[src/rtl/control_unit_fsm.sv]
// Multi-cycle CPU control unit: IF/ID/EXE/MEM/WB sequencing plus
// opcode decode for PC, IR, register file, ALU, data memory and DB path.
module control_unit_fsm (
    input  logic       CLK,
    input  logic       Reset,
    input  logic [5:0] opcode,
    input  logic       zero,
    input  logic       sign,
    output logic [2:0] state,
    output logic       PCWre,
    output logic       IRWre,
    output logic       RegWre,
    output logic       mRD,
    output logic       mWR,
    output logic [1:0] PCSrc,
    output logic       ALUSrcA,
    output logic       ALUSrcB,
    output logic       ExtSel,
    output logic [2:0] ALUOp,
    output logic [1:0] RegDst,
    output logic       WrRegDSrc,
    output logic       DBDataSrc
);

    localparam logic [5:0] OP_ADD  = 6'b000000;
    localparam logic [5:0] OP_SUB  = 6'b000001;
    localparam logic [5:0] OP_ADDI = 6'b000010;
    localparam logic [5:0] OP_OR   = 6'b010000;
    localparam logic [5:0] OP_AND  = 6'b010001;
    localparam logic [5:0] OP_ORI  = 6'b010010;
    localparam logic [5:0] OP_SLL  = 6'b011000;
    localparam logic [5:0] OP_SLT  = 6'b100110;
    localparam logic [5:0] OP_SW   = 6'b110000;
    localparam logic [5:0] OP_LW   = 6'b110001;
    localparam logic [5:0] OP_BEQ  = 6'b110100;
    localparam logic [5:0] OP_BNE  = 6'b110101;
    localparam logic [5:0] OP_BLTZ = 6'b110110;
    localparam logic [5:0] OP_J    = 6'b111000;
    localparam logic [5:0] OP_JR   = 6'b111001;
    localparam logic [5:0] OP_JAL  = 6'b111010;
    localparam logic [5:0] OP_HALT = 6'b111111;

    typedef enum logic [2:0] {
        S_IF     = 3'b000,
        S_ID     = 3'b001,
        S_EXE_M  = 3'b010,
        S_MEM    = 3'b011,
        S_WB_L   = 3'b100,
        S_EXE_BR = 3'b101,
        S_EXE_R  = 3'b110,
        S_WB_R   = 3'b111
    } state_e;

    state_e state_q, state_d;

    logic is_alu, is_sw, is_lw, is_beq, is_bne, is_bltz;
    logic is_j, is_jr, is_jal, is_halt, is_br, is_nop, taken;

    always_comb begin
        is_alu  = (opcode == OP_ADD) || (opcode == OP_SUB)
               || (opcode == OP_ADDI) || (opcode == OP_OR)
               || (opcode == OP_AND) || (opcode == OP_ORI)
               || (opcode == OP_SLL) || (opcode == OP_SLT);
        is_sw   = (opcode == OP_SW);
        is_lw   = (opcode == OP_LW);
        is_beq  = (opcode == OP_BEQ);
        is_bne  = (opcode == OP_BNE);
        is_bltz = (opcode == OP_BLTZ);
        is_j    = (opcode == OP_J);
        is_jr   = (opcode == OP_JR);
        is_jal  = (opcode == OP_JAL);
        is_halt = (opcode == OP_HALT);
        is_br   = is_beq || is_bne || is_bltz;
        is_nop  = !(is_alu || is_sw || is_lw || is_br
                 || is_j || is_jr || is_jal || is_halt);
        taken   = (is_beq && zero) || (is_bne && !zero)
               || (is_bltz && sign);
    end

    always_ff @(posedge CLK or negedge Reset) begin
        if (!Reset) state_q <= S_IF;
        else        state_q <= state_d;
    end

    assign state = state_q;

    always_comb begin
        state_d = state_q;
        PCWre   = 1'b0;
        IRWre   = 1'b0;
        RegWre  = 1'b0;
        mRD     = 1'b0;
        mWR     = 1'b0;
        PCSrc   = 2'b00;
        unique case (state_q)
            S_IF: begin
                IRWre   = 1'b1;
                state_d = S_ID;
            end
            S_ID: begin
                if (is_halt) begin
                    state_d = S_ID;
                end else if (is_j || is_jr || is_jal || is_nop) begin
                    PCWre   = 1'b1;
                    RegWre  = is_jal;
                    PCSrc   = is_jr ? 2'b10 :
                              (is_j || is_jal) ? 2'b11 : 2'b00;
                    state_d = S_IF;
                end else if (is_br) begin
                    state_d = S_EXE_BR;
                end else if (is_lw || is_sw) begin
                    state_d = S_EXE_M;
                end else begin
                    state_d = S_EXE_R;
                end
            end
            S_EXE_R:  state_d = S_WB_R;
            S_EXE_BR: begin
                PCWre   = 1'b1;
                PCSrc   = taken ? 2'b01 : 2'b00;
                state_d = S_IF;
            end
            S_EXE_M:  state_d = S_MEM;
            S_MEM: begin
                if (is_lw) begin
                    mRD     = 1'b1;
                    state_d = S_WB_L;
                end else begin
                    mWR     = is_sw;
                    PCWre   = 1'b1;
                    state_d = S_IF;
                end
            end
            S_WB_R, S_WB_L: begin
                PCWre   = 1'b1;
                RegWre  = 1'b1;
                state_d = S_IF;
            end
        endcase
        // reset must kill every write strobe even before the state flop settles
        if (!Reset) begin
            PCWre  = 1'b0;
            IRWre  = 1'b0;
            RegWre = 1'b0;
            mRD    = 1'b0;
            mWR    = 1'b0;
            PCSrc  = 2'b00;
        end
    end

    always_comb begin
        ALUSrcA   = (opcode == OP_SLL);
        ALUSrcB   = (opcode == OP_ADDI) || (opcode == OP_ORI)
                 || is_lw || is_sw;
        ExtSel    = (opcode != OP_ORI);
        WrRegDSrc = !is_jal;
        DBDataSrc = is_lw;
        ALUOp     = 3'b000;
        RegDst    = 2'b10;
        unique case (1'b1)
            (opcode == OP_SUB), is_br:        ALUOp = 3'b001;
            (opcode == OP_SLL):               ALUOp = 3'b010;
            (opcode == OP_OR), (opcode == OP_ORI): ALUOp = 3'b011;
            (opcode == OP_AND):               ALUOp = 3'b100;
            (opcode == OP_SLT):               ALUOp = 3'b101;
            default:                          ALUOp = 3'b000;
        endcase
        if (is_jal)
            RegDst = 2'b00;
        else if ((opcode == OP_ADDI) || (opcode == OP_ORI) || is_lw)
            RegDst = 2'b01;
    end

endmodule

[config.mk]
export PLATFORM = sky130hd
export DESIGN_NAME = control_unit_fsm
export DESIGN_NICKNAME = d
export VERILOG_FILES = /design/src/rtl/control_unit_fsm.sv
export SDC_FILE = /design/constraint.sdc
export NUM_CORES = 1
export LEC_CHECK = 0
export CAP_MARGIN = 20
export CORE_AREA = 2 2 40 42
export CTS_BUF_LIST = sky130_fd_sc_hd__clkbuf_4
export DETAILED_ROUTE_END_ITERATION = 10
export DIE_AREA = 0 0 42 44
export HOLD_SLACK_MARGIN = 0.08
export PLACE_DENSITY = 0.91
export SKIP_LAST_GASP = 1
export SLEW_MARGIN = 20
export SYNTH_ARGS = -nofsm -noshare
export SYNTH_HDL_FRONTEND = slang
export SYNTH_SLANG_ARGS = --single-unit
[constraint.sdc]
create_clock -name CLK -period 3.2 [get_ports CLK]
set_clock_uncertainty 0.1 [all_clocks]
set_input_delay 0.32 -clock CLK [delete_from_list [all_inputs] [get_ports CLK]]
set_output_delay 0.32 -clock CLK [all_outputs]
set_load 0.005 [all_outputs]
# --- After elaboration in Yosys (flattened, before gate mapping) ---
# Cells that the tools add are included.
totals:
  rom_bits: 0
  register_bits: 3
  latchBits: 0
  ram_bits: 0
  mem_count: 0
  out_inout_bits: 20
  elab_cells: 96
  in_bits: 10
classes:
  n_eq_ne: 24
  reduce_logical: 38
  n_div: 0
  n_bitwise: 0
  order_cmp: 0
  add_sub_neg: 0
  shifts: 0
  multipliers: 0
  mux: 33
ops:
  columns: ["operator", "n"]
  rows:
  - ["equality test 6 bit (second input constant)", 10]
  - ["logical OR 1 bit", 26]
  - ["equality test 6 x 5 -> 1 bit (second input constant)", 4]
  - ["case mux 3 bit (6 select lines)", 1]
  - ["two-way mux 1 bit", 16]
  - ["two-way mux 3 bit", 5]
  - ["case mux 3 bit (5 select lines)", 1]
  - ["two-way mux 2 bit", 7]
  - ["equality test 3 bit (second input constant)", 4]
  - ["equality test 3 x 2 -> 1 bit (second input constant)", 2]
  - ["equality test 6 x 1 -> 1 bit (second input constant)", 1]
  - ["equality test 6 x 2 -> 1 bit (second input constant)", 1]
  - ["logical NOT 6 bit", 1]
  - ["!= test 6 x 5 -> 1 bit (second input constant)", 1]
  - ["OR reduction 2 bit", 3]
  - ["case mux 2 bit (2 select lines)", 1]
  - ["equality test 3 x 1 -> 1 bit (second input constant)", 1]
  - ["logical AND 1 bit", 3]
  - ["logical NOT 1 bit", 3]
  - ["logical NOT 3 bit", 1]
  - ["case mux 1 bit (3 select lines)", 1]
  - ["OR reduction 3 bit", 1]
  - ["case mux 1 bit (2 select lines)", 1]

# --- Longest topological paths before layout ---
# Gate-level depths: netlist of the first run.
logic_depth:
  word_depth: 21
  mapped_depth: 8
  mapped_depth_nobuf: 6

# --- Worst setup path after synthesis of the first run ---
# Ideal clock, no wire load.
synth_path:
  kind: "input to output"
  startpoint: "input port opcode[5]"
  endpoint: "output port PCWre"
  arrival_ps: 1215
  slack_ps: 1565
  required_ps: 2780
  n_path_buf: 2
  path_stages: 6
  cell_sequence: "buf_6 -> and2_4 -> buf_6 -> a311oi_4 -> nand2_1 -> o22ai_1"
synth_via:
  elab_chain_len: 21
  elab_cells_between_ends: 42
  cone_classes: "eq/ne: 16; mux: 5; reduce/logical: 21"
synth_lines:
  columns: ["item", "line_no", "text"]
  rows:
  - ["start, declared", "6", "input logic [5:0] opcode,"]
  - ["equality test 6 x 1 -> 1 bit or logical NOT 6 bit (tied branches)", "60", "is_alu = (opcode == OP_ADD) || (opcode == OP_SUB)"]
  - ["logical OR 1 bit", "60", null]
  - ["logical OR 1 bit (2 in series)", "61", "|| (opcode == OP_ADDI) || (opcode == OP_OR)"]
  - ["logical OR 1 bit (2 in series)", "62", "|| (opcode == OP_AND) || (opcode == OP_ORI)"]
  - ["logical OR 1 bit (2 in series)", "63", "|| (opcode == OP_SLL) || (opcode == OP_SLT);"]
  - ["logical OR 1 bit (3 in series)", "74", "is_nop = !(is_alu || is_sw || is_lw || is_br"]
  - ["logical OR 1 bit (4 in series)", "75", "|| is_j || is_jr || is_jal || is_halt);"]
  - ["logical NOT 1 bit", "74", null]
  - ["logical OR 1 bit", "103", "end else if (is_j || is_jr || is_jal || is_nop) begin"]
  - ["two-way mux 1 bit", "103", null]
  - ["two-way mux 1 bit", "101", "if (is_halt) begin"]
  - ["case mux 1 bit (3 select lines) *", "95", "unique case (state_q)"]
  - ["two-way mux 1 bit *", "141", "if (!Reset) begin"]
  - ["end, declared", "10", "output logic PCWre,"]
# Every way passes the cells marked *; elsewhere a longest branch is shown, timed or not.

# --- Worst setup path in the final report of the first run ---
layout_path:
  startpoint: "input port opcode[3]"
  endpoint: "output port PCWre"
# Same word-level chain as after synthesis.

==> impl_summary.md, run 1 <==
Run status
The run finished with clean final reports.

Power
The worst-case IR drop observed on VDD is 0.000250 V. Summed over all cells, the static leakage comes to 0.326 nW. Dividing total power by cell area gives a power density of 420 nW/um^2.

GRT
In the global route stage, overall resource usage came out at 0.205. For met1 alone, demand over resource in global routing was 0.236. In the global route stage, met2 resource usage came out at 0.372.

The initial antenna violation count is 0. The via count of the first global-routing pass is 685. Entering global routing, the biggest net connects 16 pins. The first global-routing pass estimated between 2 and 3 mm of wire. The most used routing layer is met2. The sum of overflow across all layers after global routing is 0.

For met3 alone, demand over resource in global routing was 0.0625.

Job
Max-cap violations in this run came to 0.

Floorplan
The die width is 42 um. The initial cell density of the core is 0.409. The area enclosed by the die boundary is roughly 1800 um^2. The number of primary I/O pins is 30. The core area is 1420 um^2. The floorplan has 14 rows. In this run the vertical extent of the chip is roughly 44 um.

Synthesis
For this run, the register share of the synthesized area comes to 0.129. Each instance of the synthesized netlist takes up on average 6.67 um^2. The flip-flop and latch count after synthesis is 3.

The count of synthesis-stage warnings from yosys is 0. The gate count of the mapped netlist is between 80 and 90. Summing every instance area after synthesis gives between 500 and 600 um^2.

Counting distinct cell types in the post-synthesis netlist gives 36. The number of nets in the synthesized netlist is 97.

STA
Headroom to the max-slew limit came out at 0.716. The final count of pins violating max slew is 0. Setup repair after global routing left no endpoint under its margin. The final cycle utilization of the critical path is 0.881. The final critical path time including I/O delays and setup is 2.82 ns. The setup violation total in the final timing report is 0. The number of hold violations in the final report was 0. Based on the critical path, the design can be clocked at up to about 0.35 GHz. The setup TNS is 0 ns. At the pin with the least slew margin, the transition time is 0.424 ns.

Drt
The total vias in the final route is roughly 740. The total wire length is 1.77 mm. The remaining design rule violation count is 0.

The detail-routed net length per standard cell is 13.6 um. Using the TritonRoute via totals, the vias-per-cell ratio works out to 5.70. The first detailed-routing pass ran for 4 iterations. The number of DRC violations after detailed-routing iteration 0 is 16. The count of nets left with antenna violations once routing finished came out at 0.

Clocking
The number of instances resized during post-cts repair is 0. TritonCTS created 3 clock buffers. The number of setup buffers added after CTS is 0. No sink is reached through more buffers than the 2 on the longest clock path.

In this run the number of H-tree levels came out at 1. The tree built by TritonCTS fans out to 3 sinks. The count of hold-fix buffers inserted at cts is 0. The insertion delay to the later sink of the worst-skew pair is 0.25 ns. After clock tree synthesis, the clock-pin slew on the worst setup and hold paths is 0.05 ns. The root buffer cell is sky130_fd_sc_hd__clkbuf_4. The TritonCTS clock tree is built.

Finish
The number of antenna diodes in the final layout is 0. The filler cell count is 137. The area added between synthesis and finish is 51.5%. The final core area utilization is 0.620. The total area of multi-input combinational cells is 430 um^2. After the last flow step, the layout net total stands at 125.

The most common library cell in the layout ignoring fill and taps is sky130_fd_sc_hd__clkdlybuf4s50_1. The library cells used most frequently in the layout, excluding fill and tap cells, are sky130_fd_sc_hd__clkdlybuf4s50_1 (29), sky130_fd_sc_hd__nand2_1 (9), sky130_fd_sc_hd__nor2_1 (9). The register with the most flip-flops in the layout has 3 of them. In the final layout, the share of cells above drive strength 1 is 0.0877. The flip-flop and latch area is 75.1 um^2.

Setup path
The number of cell instances on the worst register-to-register path is 4. The worst setup path is launched from an input pin. The origin of the critical flop-to-flop path is state[1].

The largest fanout on the critical path is 13. At the worst endpoint, the required time is approximately 2.8 ns. The reg-to-reg critical path endpoint is state[2]. For flop-to-flop paths, the worst setup slack is ~1.7 ns.

By startpoint and endpoint, the worst setup path is classified as input pin to primary output. In this run the worst setup path begins at opcode[3]. The worst endpoint data arrival time is between 2 and 2.5 ns. The kind of capture point of the worst setup path is a primary output.

Placed design
The post-DP HPWL is 1.29 mm. The congestion estimate from routability-driven global placement came to 0.894. The count of buffers added on input and output ports is 29.

Worst hold path
The min-delay analysis places its worst path in the category input pin to asynchronous set/reset pin.
metal layers:
layer	share of wire	vias up
met5	0	-
met4	0.0079	0
met3	0.062	2
met2	0.48	37
met1	0.45	331
li1	-	371
stage by stage:
stage	total power, mW	setup slack [ns]	hold slack (ns)	instances	instance area [um^2]
2_1_floorplan	0.191	1.56	-0.0756	87	581
3_5_place_dp	0.284	0.396	0.479	126	850
4_1_cts	0.366	0.401	0.220	130	880
5_1_grt	0.398	0.241	0.223	130	880
3_3_place_gp	0.278	0.428	0.471	126	850
6_report	0.369	0.382	0.215	130	880
layout make-up:
type / count / area share
timing repair buffer: 30 / 0.339
sequential: 3 / 0.0853
clock buffer: 4 / 0.0341
tap: 16 / 0.0228
multi-input combinational: 70 / 0.489
inverter: 7 / 0.0299
how the worst max path moves through the flow:
stage,endpoint,slack [ns],cells past startpoint
3_3_place_gp,RegWre,0.43,6
5_1_grt,RegWre,0.24,6
3_5_place_dp,PCWre,0.40,6
4_1_cts,PCWre,0.40,6
2_1_floorplan,PCWre,1.56,6
6_report,PCWre,0.38,6
synthesized netlist by cell type:
master | instances | area share
sky130_fd_sc_hd__buf_6 | 2 | 0.039
sky130_fd_sc_hd__o22a_1 | 1 | 0.015
sky130_fd_sc_hd__nand4b_1 | 1 | 0.015
sky130_fd_sc_hd__mux2_2 | 1 | 0.019
sky130_fd_sc_hd__a311oi_4 | 1 | 0.045
sky130_fd_sc_hd__a21o_1 | 1 | 0.013
sky130_fd_sc_hd__buf_2 | 3 | 0.026
sky130_fd_sc_hd__dfrtp_1 | 3 | 0.13
sky130_fd_sc_hd__a32o_1 | 2 | 0.034
sky130_fd_sc_hd__nand2_1 | 9 | 0.058
sky130_fd_sc_hd__nand3_2 | 1 | 0.017
sky130_fd_sc_hd__o21ai_1 | 2 | 0.017
sky130_fd_sc_hd__nor2_1 | 9 | 0.058
sky130_fd_sc_hd__o2111ai_1 | 1 | 0.015
sky130_fd_sc_hd__o32ai_1 | 1 | 0.015
sky130_fd_sc_hd__clkbuf_1 | 1 | 0.0065
sky130_fd_sc_hd__nor2b_1 | 2 | 0.022
sky130_fd_sc_hd__nand2b_1 | 4 | 0.043
sky130_fd_sc_hd__a2111oi_0 | 1 | 0.015
sky130_fd_sc_hd__and3b_1 | 1 | 0.015
sky130_fd_sc_hd__and2_4 | 1 | 0.015
sky130_fd_sc_hd__a32oi_1 | 1 | 0.015
sky130_fd_sc_hd__nor3_1 | 5 | 0.043
sky130_fd_sc_hd__nor4_1 | 2 | 0.022
sky130_fd_sc_hd__a21oi_1 | 8 | 0.069
sky130_fd_sc_hd__o311ai_0 | 1 | 0.015
sky130_fd_sc_hd__o21ai_0 | 4 | 0.034
sky130_fd_sc_hd__inv_1 | 6 | 0.039
sky130_fd_sc_hd__nand3_1 | 3 | 0.026
sky130_fd_sc_hd__buf_4 | 1 | 0.013
sky130_fd_sc_hd__nand3b_1 | 2 | 0.026
sky130_fd_sc_hd__a22oi_1 | 1 | 0.013
sky130_fd_sc_hd__nor3b_1 | 1 | 0.013
sky130_fd_sc_hd__and3_1 | 2 | 0.022
sky130_fd_sc_hd__inv_2 | 1 | 0.0065
sky130_fd_sc_hd__o22ai_1 | 1 | 0.011
cell families (layout without fill, tap and decap cells):
group / Yosys count / after routing / share of synthesized area
AOI/OAI and AO/OA: 26 / 26 / 0.328
buffers and inverters: 14 / 41 / 0.129
DFF: 3 / 3 / 0.129
muxes: 1 / 1 / 0.0194
and+or+nand+nor: 43 / 43 / 0.394
critical path, stage by stage:
cell and delay (ns):
sky130_fd_sc_hd__clkdlybuf4s50_1 0.62, sky130_fd_sc_hd__and3_1 0.35, sky130_fd_sc_hd__a311oi_4 0.36, sky130_fd_sc_hd__nand2_1 0.09
sky130_fd_sc_hd__o22ai_1 0.13, sky130_fd_sc_hd__clkdlybuf4s50_1 0.52
report_power, final:
part | leakage [nW] | internal [mW] | switching [mW] | total, mW
registers | 0.0387 | 0.0523 | 0.0335 | 0.0858
clock network | 0.0184 | 0.0557 | 0.0273 | 0.0830
logic | 0.269 | 0.110 | 0.0902 | 0.201
Note: power is estimated with default switching activity, not from simulation.
==> inputs of run 2 (changes only) <==
--- a/config.mk
+++ b/config.mk
@@ -12,8 +12,6 @@
 export DIE_AREA = 0 0 42 44
 export HOLD_SLACK_MARGIN = 0.08
 export PLACE_DENSITY = 0.91
-export SKIP_LAST_GASP = 1
-export SLEW_MARGIN = 20
 export SYNTH_ARGS = -nofsm -noshare
 export SYNTH_HDL_FRONTEND = slang
 export SYNTH_SLANG_ARGS = --single-unit
==> results of run 2 <==
Same layout as run 1: the final DEF is identical, and so are final timing and power.
==> patch (settings of run 2) <==
Put a register stage on the output `RegDst`, cleared by the reset. The value now appears one clock later. The other outputs are not delayed to match.
--- a/src/rtl/control_unit_fsm.sv
+++ b/src/rtl/control_unit_fsm.sv
@@ -52,2 +52,4 @@
     } state_e;
+
+    logic [1:0] RegDst_d;
 
@@ -158,3 +160,3 @@
         ALUOp     = 3'b000;
-        RegDst    = 2'b10;
+        RegDst_d  = 2'b10;
         unique case (1'b1)
@@ -168,5 +170,13 @@
         if (is_jal)
-            RegDst = 2'b00;
+            RegDst_d = 2'b00;
         else if ((opcode == OP_ADDI) || (opcode == OP_ORI) || is_lw)
-            RegDst = 2'b01;
+            RegDst_d = 2'b01;
+    end
+
+    always_ff @(posedge CLK or negedge Reset) begin
+        if (!Reset) begin
+            RegDst <= '0;
+        end else begin
+            RegDst <= RegDst_d;
+        end
     end
Check against the original RTL: not equivalent (a bounded check fails within 4 cycles, from zero or initial values and one cycle with Reset low).
==> patch against run 2 <==
  * Register-to-register slack improved by 0.21 ns
  * Synthesized area rose by 20%
  * Core utilization rose by 12 points
  * Sequential cell count rose by 2
  * Power rose by 16%
  * Final area rose by 19%
  * Sequential power rose by 46%
  * Maximum frequency fell by 1.5%
  * Highest routed layer is now met3
  * Critical path type unchanged
  * Worst setup slack got worse by 0.044 ns
  * Routed wire length rose by 8.8%
==> patch: results (changes against run 2) <==
status: finished, final reports clean (unchanged)
Nets: 140 (was 125)
post_cts resized: 0 (unchanged)
postcts setup bufs: 0 (unchanged)
vias in the first global route: 726 (was 685)
critical path arrival: 2.44 ns (was 2.40 ns)
hpwl dp: 1482 µm (was 1285 µm)
pin count of the biggest net entering global routing: 13 (was 16)
Largest register FFs: 3 (unchanged)
largest cells by area after synthesis: dfrtp_1 (18%), nand2b_1 (6.3%), a21oi_1 (5.8%), nor2_1 (5.4%), nor3_1 (4.3%) (was dfrtp_1 (13%), a21oi_1 (6.9%), nand2_1 (5.8%), nor2_1 (5.8%), a311oi_4 (4.5%))
fraction of area in multi-input gates: 0.4881 (was 0.4893)
Pre-Repair DR Iteration Count: 4 (unchanged)
Unique masters post-synth: 37 (was 36)
Synth Flop Type: dfrtp_1 (unchanged)
first-pass GRT wire length: 3167 µm (was 2967 µm)
Worst-Margin Slew: 0.3675 ns (was 0.4245 ns)
Signal buf overhead: 0.3270 (was 0.3385)
all-layer global routing usage: 0.2236 (was 0.2054)
total number of vias: 841 (was 741)
ANT cells: 0 (unchanged)
inverters: 5 (was 7)
Hold Fails Final Rpt: 0 (unchanged)
Leak: 0.4112 nW (was 0.3260 nW)
CP peak stage delay: 0.66 ns (was 0.62 ns)
clock root buffer: clkbuf_4 (unchanged)
ratio of cells with drive above 1 in the final layout: 0.1318 (was 0.08772)
TritonCTS buffer count: 3 (unchanged)
asr flop ratio synth: 1.000 (unchanged)
most common cell after layout, fill and taps aside: clkdlybuf4s50_1 (unchanged)
maximum vdd drop: 476.8 µV (was 249.7 µV)
crit path max fanout: 10 (was 13)
Filler cells: 109 (was 137)
CP delay by family, top: buffers and inverters (unchanged)
Signal buffers: 36 (was 30)
H-tree levels: 1 (unchanged)
worst hold-check path type: input pin to asynchronous set/reset pin (unchanged)
comb_multi_in: 79 (was 70)
syn_nets: 108 (was 97)
drt wl/cell: 13.27 µm (was 13.61 µm)
clock network area share: 0.02864 (was 0.03414)
placer congestion estimate: 0.8390 (was 0.8941)
Initial DRC Count: 13 (was 16)
synth cell count leaders: nor2_1 (10), a21oi_1 (8), nand2b_1 (7) (was nand2_1 (9), nor2_1 (9), a21oi_1 (8))
Clock Latency Late Sink: 0.24 ns
Yosys warnings: 0 (unchanged)
sequential cell area: 125.1 µm² (was 75.07 µm²)
FFs & Latches: 5 (was 3)
CLK BUF: 4 (unchanged)
sequential share of the synthesized area: 0.1799 (was 0.1293)
[patch: report_power, final]
| part | internal (W) | switching, W | total [W] |
|---|---|---|---|
| sequential | 0.0000806 | 0.0000444 | 0.000125 |
| combinational | 0.000127 | 0.0000959 | 0.000223 |
| clock | 0.0000555 | 0.0000237 | 0.0000791 |
| total | 0.000263 | 0.000164 | 0.000427 |
[patch: per-layer routing]
| metal | wire, µm | global-route usage | up-vias |
|---|---|---|---|
| met5 | 0 | 0 | - |
| met4 | 0 | 0.06452 | 0 |
| met3 | 120 | 0.05833 | 0 |
| met2 | 950 | 0.3906 | 30 |
| met1 | 852 | 0.2709 | 383 |
| li1 | - | - | 428 |
[patch: metrics by stage]
step           instances  total power [W]  area, µm²  worst slack (ns)  utilization
6_report             145        0.0004270       1049            0.3382       0.7390
5_1_grt              145        0.0004656       1049            0.2370       0.7390
4_1_cts              145        0.0004298       1049            0.3418       0.7390
3_5_place_dp         141        0.0003456       1018            0.3591       0.7178
3_3_place_gp         141        0.0003378       1018            0.3625       0.7178
2_1_floorplan         98        0.0002393      695.7             1.385            -
[patch: cells by family after synthesis]
group                  after synthesis  share of synthesized area
and+or+nand+nor                     50                     0.4155
AOI/OAI and AO/OA                   27                     0.2914
buffers and inverters               14                    0.08452
DFF                                  5                     0.1799
muxes                                2                    0.02878
[patch: path summary, 6_finish.rpt]
check / from / endpoint / slack (ns) / cells after the start
worst max-delay path: opcode[1] / PCWre / 0.34 / 7
max in group asynchronous: Reset / state[0] / 2.53 / 2
worst min-delay path: Reset / RegDst[0] / 0.34 / 2
worst min register to register: state[0] / state[0] / 0.57 / 1
worst max register to register: state[1] / state[2] / 1.95 / 4
min in group CLK: state[0] / state[0] / 0.57 / 1
